--- src/rtl/nibble_serial_adder.sv ---
// nibble_serial_adder: multi-cycle WIDTH-bit adder built around one 4-bit
// ripple-carry slice (add_4). Operands arrive over a valid/ready handshake,
// are added one nibble per cycle LSB first with the carry held in a flop,
// and the assembled sum is returned over a second valid/ready handshake.
//
// Optional feature macro: NIBBLE_ADD_OVF_EN
//   When defined, an extra output 'ovf' carries the signed two's-complement
//   overflow flag of the addition, valid together with out_valid.

// 4-bit ripple-carry slice shared by every nibble of the operation.
module add_4 (
  input  logic [3:0] a,
  input  logic [3:0] b,
  input  logic       ci,
  output logic [3:0] s,
  output logic       co
);

  logic [4:0] carry;

  // Ripple the carry through the four full-adder bits.
  always_comb begin
    carry    = 5'd0;
    s        = 4'd0;
    carry[0] = ci;
    for (int i = 0; i < 4; i++) begin
      s[i]       = a[i] ^ b[i] ^ carry[i];
      carry[i+1] = (a[i] & b[i]) | (carry[i] & (a[i] ^ b[i]));
    end
    co = carry[4];
  end

endmodule

module nibble_serial_adder #(
  parameter int unsigned WIDTH = 16
) (
  input  logic             clk,
  input  logic             rst,
  input  logic             in_valid,
  output logic             in_ready,
  input  logic [WIDTH-1:0] a,
  input  logic [WIDTH-1:0] b,
  input  logic             ci,
  output logic             out_valid,
  input  logic             out_ready,
  output logic [WIDTH-1:0] sum,
  output logic             co
`ifdef NIBBLE_ADD_OVF_EN
  ,
  output logic             ovf
`endif
);

  localparam int unsigned NIB = WIDTH / 4;
  localparam int unsigned CW  = (NIB > 1) ? $clog2(NIB) : 1;

  typedef enum logic [1:0] {
    IDLE = 2'd0,
    CALC = 2'd1,
    DONE = 2'd2
  } state_t;

  state_t state, state_nxt;

  // Operand shift registers, inter-nibble carry and nibble counter.
  logic [WIDTH-1:0] a_sr, b_sr;
  logic             carry;
  logic [CW-1:0]    cnt;

  // Slice interface.
  logic [3:0]       slice_s;
  logic             slice_co;

  // Control strobes from the output decode.
  logic             accept;
  logic             step;
  logic             last_step;
  logic             in_ready_nxt;
  logic             out_valid_nxt;

  // Sum shifted one nibble down with the fresh slice nibble entering at the top.
  logic [WIDTH+3:0] sum_cat;

  add_4 u_slice (
    .a  (a_sr[3:0]),
    .b  (b_sr[3:0]),
    .ci (carry),
    .s  (slice_s),
    .co (slice_co)
  );

  // State register; handshake flags are registered decodes of the next state.
  always_ff @(posedge clk or posedge rst) begin
    if (rst) begin
      state     <= IDLE;
      in_ready  <= 1'b1;
      out_valid <= 1'b0;
    end else begin
      state     <= state_nxt;
      in_ready  <= in_ready_nxt;
      out_valid <= out_valid_nxt;
    end
  end

  // Next-state logic.
  always_comb begin
    state_nxt = state;
    case (state)
      IDLE: if (in_valid) state_nxt = CALC;
      CALC: if (cnt == CW'(NIB - 1)) state_nxt = DONE;
      DONE: if (out_ready) state_nxt = IDLE;
      default: state_nxt = IDLE;
    endcase
  end

  // Output/control decode: datapath strobes and next handshake flag values.
  always_comb begin
    accept        = 1'b0;
    step          = 1'b0;
    last_step     = 1'b0;
    in_ready_nxt  = (state_nxt == IDLE);
    out_valid_nxt = (state_nxt == DONE);
    case (state)
      IDLE: accept = in_valid;
      CALC: begin
        step      = 1'b1;
        last_step = (cnt == CW'(NIB - 1));
      end
      default: ;
    endcase
  end

  assign sum_cat = {slice_s, sum};

  // Operand capture on accept, then one nibble per CALC cycle.
  always_ff @(posedge clk or posedge rst) begin
    if (rst) begin
      a_sr  <= '0;
      b_sr  <= '0;
      carry <= 1'b0;
      cnt   <= '0;
      sum   <= '0;
      co    <= 1'b0;
    end else if (accept) begin
      a_sr  <= a;
      b_sr  <= b;
      carry <= ci;
      cnt   <= '0;
    end else if (step) begin
      a_sr  <= a_sr >> 4;
      b_sr  <= b_sr >> 4;
      carry <= slice_co;
      cnt   <= cnt + CW'(1);
      sum   <= sum_cat[WIDTH+3:4];
      if (last_step) co <= slice_co;
    end
  end

`ifdef NIBBLE_ADD_OVF_EN
  logic a_msb, b_msb;

  // Capture operand sign bits and resolve signed overflow on the final nibble.
  always_ff @(posedge clk or posedge rst) begin
    if (rst) begin
      a_msb <= 1'b0;
      b_msb <= 1'b0;
      ovf   <= 1'b0;
    end else if (accept) begin
      a_msb <= a[WIDTH-1];
      b_msb <= b[WIDTH-1];
    end else if (last_step) begin
      ovf   <= (a_msb == b_msb) && (slice_s[3] != a_msb);
    end
  end
`endif

  // The two handshake flags are mutually exclusive by construction.
  a_hs_exclusive : assert property (@(posedge clk) disable iff (rst) !(in_ready && out_valid));

endmodule

--- config.mk ---
export PLATFORM = sky130hd
export DESIGN_NAME = nibble_serial_adder
export DESIGN_NICKNAME = d
export VERILOG_FILES = /design/src/rtl/nibble_serial_adder.sv
export SDC_FILE = /design/constraint.sdc
export NUM_CORES = 1
export LEC_CHECK = 0
export CAP_MARGIN = 20
export CORE_AREA = 5 5 81 83
export CTS_CLUSTER_DIAMETER = 30
export DETAILED_ROUTE_END_ITERATION = 8
export DIE_AREA = 0 0 86 88
export PLACE_DENSITY = 0.74
export SLEW_MARGIN = 20
export SYNTH_ARGS = -nofsm -noshare
export SYNTH_HDL_FRONTEND = slang
export SYNTH_SLANG_ARGS = --single-unit
--- constraint.sdc ---
create_clock -name clk -period 2 [get_ports clk]
set_input_delay 0.2 -clock clk [delete_from_list [all_inputs] [get_ports clk]]
set_output_delay 0.2 -clock clk [all_outputs]
set_load 0.05 [all_outputs]
# After elaboration in Yosys (flattened, before gate mapping)
# Index checks and enable logic that the tools add are counted.
[word_totals]
regBits = 56
latchBits = 0
ram_bits = 0
romBits = 0
memories = 0
[op_classes]
addsub = 1
mul = 0
n_div = 0
magnitude_cmp = 0
eq_ne = 4
shifts = 0
n_mux = 15
n_bitwise = 21
reduce_logical = 5
[op_table]
columns = ["operator", "n"]
rows = [
  ["2-to-1 mux 16 bit", 4],
  ["2-to-1 mux 2 bit", 5],
  ["AND 1 bit", 8],
  ["bitwise XOR 1 bit", 8],
  ["== test 2 bit, second input constant", 3],
  ["one-hot mux 2 bit (3 select lines)", 1],
  ["2-to-1 mux 1 bit", 5],
  ["zero test 2 bit", 2],
  ["OR 1 bit", 4],
  ["AND reduction 3 bit", 1],
  ["adder 2 x 1 -> 2 bit, second input constant", 1],
  ["== test 2 x 1 -> 1 bit, second input constant", 1],
  ["AND reduction 2 bit", 1],
  ["nonzero test 2 bit", 1],
  ["NOT 1 bit", 1],
]

# Depth between registers and ports, before layout
[depth]
ltp_word = 11
depth_mapped = 8
mapped_depth_nobuf = 8

# Modules after synthesis
# Synthesis repeated with hierarchy kept, for this count alone.
[hier_totals]
cells_unflattened = 257
area_unflattened_um2 = 2615.0
[modules_own_cells]
columns = ["module", "instances", "cells_per_inst", "area_per_inst_um2", "seq_area_each_um2"]
rows = [
  ["nibble_serial_adder", 1, 243, 2497.4, 1402.6],
  ["add_4", 1, 14, 117.6, 0.0],
]

# Worst setup path before layout
# No wires, ideal clock.
[synth_timing]
path_type = "register to register"
startpoint = "register a_sr[0]"
endpoint = "register sum[15]"
arrival_time_ns = 1.973
required_time_ns = 1.924
path_slack_ns = -0.049
path_stages_with_launch = 9
path_buffers = 0
synth_period_minus_slack_ns = 2.049
cell_sequence = "dfrtp_1 > fa_1 > inv_1 > fa_1 > inv_1 > fa_1 > inv_1 > fa_1 > o21ai_1"
[synth_via]
elab_chain_cells = 8
word_cells_on_any_way = 9
[synth_rtl]
columns = ["element", "line", "source"]
rows = [
  ["start: declaration", "67", "logic [WIDTH-1:0] a_sr, b_sr;"],
  ["start signal: assignment", "151", "a_sr <= a_sr >> 4;"],
  ["bitwise XOR 1 bit", "28", "carry[i+1] = (a[i] & b[i]) | (carry[i] & (a[i] ^ b[i]));"],
  ["AND 1 bit", "28", ""],
  ["OR 1 bit *", "28", ""],
  ["AND 1 bit *", "28", ""],
  ["OR 1 bit *", "28", ""],
  ["AND 1 bit *", "28", ""],
  ["OR 1 bit *", "28", ""],
  ["bitwise XOR 1 bit *", "27", "s[i] = a[i] ^ b[i] ^ carry[i];"],
  ["end signal: assignment", "155", "sum <= sum_cat[WIDTH+3:4];"],
  ["end: declaration", "47", "output logic [WIDTH-1:0] sum,"],
]
# Every way passes the cells marked *; elsewhere a longest branch is shown, timed or not.
# A chain may end at the register's enable or synchronous reset.

# Final worst setup path
# Ends and elaborated chain as after synthesis.

==> results.md <==
- First-pass GRT wire length: 9760 microns
- Ys Warns: 0
- VDD IR max: 0.789 mV
- Critical path fanouts, max: 2
- Reg-to-Reg End: sum[15]
- Critical Path Source: a_sr[0]
- Vias in the first global route: 2066
- Failing checks: setup timing
- Worst-path clk slew: 0.09 ns
- Slew @ Worst Pin: 0.495 ns
- Placed Cells: 370
- Detail Route Antenna Nets: 0
- Reg-to-reg startpoint: a_sr[0]
- Post-Synthesis Cells: 246
- Final GP Congestion: 0.821
- Iteration-0 DRC Markers: 71
- Initial antenna violation count: 0
- Seq/Total Area, Yosys: 56.2%
- Final period util: 104%
- Area growth syn-to-layout: 32.5%
- Hold buffers post-CTS: 0
- Tot Pwr: 5.98 mW
- Syn_area_per_cell: 10.1 sq um
- Final non-filler cell area: 3310 sq um
- Vias per inst: 5.46
- Pins Over Slew Limit: 0
- FP Rows: 28
- Post-synth ARST share: 100%
- DP Wirelength: 4210 microns
- Reg2reg path depth: 8
- Clock Path Buffers: 2
- Diode count: 0
- Slowest Stage Delay on Critical Path: 0.43 ns
- Reg2reg setup slack: -0.08 ns
- Leak: 1.46 nW
- Die area: 7570 sq um
- Status: finished with violations
- Syn_nets: 288
- DRT Pass-1 Iters: 4
- Power Dens Cells: 1810 nW/um^2
- RSZ-0062 raised after global routing: yes
- Final Util: 57.2%
- Arrival @ worst endpoint: 2.32 ns
- WS Path Type: flip-flop to flip-flop
- IO buf count: 55
- CTS buffer count: 5
- Htree depth: 2
- Ratio of cells with drive above 1 in the final layout: 11.1%
- Clk_lat worst skew: 0.31 ns
- Final net count: 346
- Crit path to: sum[15]
- Pin count of the biggest net entering global routing: 39
- Core footprint: 5780 sq um
- Yosys cell types: 29
- Die Width: 86 microns
- DRC violations left: 0
- Finished Layout Cells: 380
- Initial core utilization: 43.2%
- Clock sink count: 56
- Crit-path slowest cell: fa_2
- Fmax: 0.481 GHz
- Most frequent cells in the layout: dfrtp_1, clkdlybuf4s50_1, nand2_1, nor2_1
- Worst Slack Setup Final: -0.0774 ns
- Hold Path Class: input pin to asynchronous set/reset pin
- CTS tree: done
- Place WS: -0.0932 ns
- CTS Root Buffer Type: clkbuf_8
- Total GRT Usage: 16.4%
- Routed len/inst: 15.4 microns
- Worst Setup End Kind: flip-flop
- Final hold vios: 0
- Number of synthesized flops with an enable pin: 0
- Boundary Pins: 56
- Worst EP required: 2.24 ns
- Synthesized area: 2490 sq um
- Die H: 88 microns
- Overflow after GRT: 0
- #FFs+latches synth: 56
- Crit path time final: 2.08 ns
- Ys flop type: dfrtp_1
- Placed Area: 3160 sq um
- CP Cell Sequence: fa_2 -> inv_2 -> fa_1 -> inv_2 -> fa_2 -> inv_2 -> fa_2 -> o21ai_1
- Routed wire length: 5860 microns
- Skew final: 0.00831 ns
- Worst slew margin: 66.6%
- Vias post-DR: 2075
- Crit path launch type: flip-flop
- Setup violators final: 2
- Max-cap violations: 0
registers in the layout, indices dropped and copies added, names as in the netlist:
register	flops
co	1
b_sr	16
sum	16
state	2
a_sr	16
out_valid	1
in_ready	1
cnt	2
carry	1
per-layer routing:
metal  track usage, %  routed length, microns
met1             21.0                    2530
met3             3.39                     347
met2             28.2                    2900
met4             5.18                      77
met5                0                       0
repair_timing:
item                                    in CTS  in global routing
pin swaps                                    4                  4
resized for setup                            3                  2
endpoints found under the setup margin       2                  3
buffers inserted                             1                  1
gates cloned                                 0                  0
worst max-delay path, delay by kind of cell, from the launching register on:
kind / cells / cell delay [ns]
AOI/OAI and AO/OA: 1 / 0.12
adders and majority gates: 4 / 1.32
buffers and inverters: 3 / 0.17
DFF: 1 / 0.42
power by group:
| group | internal [mW] | switching [mW] | total (mW) |
|---|---|---|---|
| Clock | 0.410 | 0.367 | 0.777 |
| Combinational | 1.22 | 1.89 | 3.12 |
| Sequential | 1.68 | 0.400 | 2.08 |
| Total | 3.31 | 2.66 | 5.98 |
cell families after synthesis:
family | share of synthesized area [%]
compound gates | 20.3
fa+ha+maj | 3.71
flops | 56.2
simple gates | 14.3
buf+inv | 5.52
layout make-up:
class                           instances  area (sq um)
Timing Repair Buffer                   69           681
Sequential cell                        56          1400
Multi-Input combinational cell        160           962
Tap cell                               75          93.8
Clock inverter                          2          38.8
Clock buffer                            6          82.6
Fill cell                             515          2470
Inverter                               12          45.0
through the flow:
stage,TNS (ns),hold slack [ns]
after floorplan,0,0.317
after CTS,-0.150,0.100
after global routing,-0.319,0.108
after global placement,-0.0172,0.427
final,-0.0984,0.0980
after detailed placement,-0.107,0.437
synth_stat cells (2+ instances only):
cell / n / area, sq um
a21o_1: 2 / 15.0
a21oi_1: 4 / 20.0
a22o_1: 4 / 35.0
buf_2: 11 / 55.1
clkbuf_1: 5 / 18.8
dfrtp_1: 55 / 1380
fa_1: 4 / 80.1
inv_1: 12 / 45.0
nand2_1: 50 / 188
nand2b_1: 2 / 12.5
nor2_1: 25 / 93.8
nor2b_1: 2 / 12.5
nor3b_1: 2 / 15.0
o21ai_0: 8 / 40.0
o21ai_1: 3 / 15.0
o22a_1: 2 / 17.5
o22ai_1: 22 / 138
o32ai_1: 22 / 193
worst min-delay path by stage:
stage | to | cells after the start
floorplan | a_sr[14] | 2
global placement | sum[2] | 2
detailed placement | sum[2] | 2
CTS | sum[2] | 2
global route | sum[2] | 2
finish | sum[2] | 2
No activity file was read; power rests on OpenSTA's default activity.
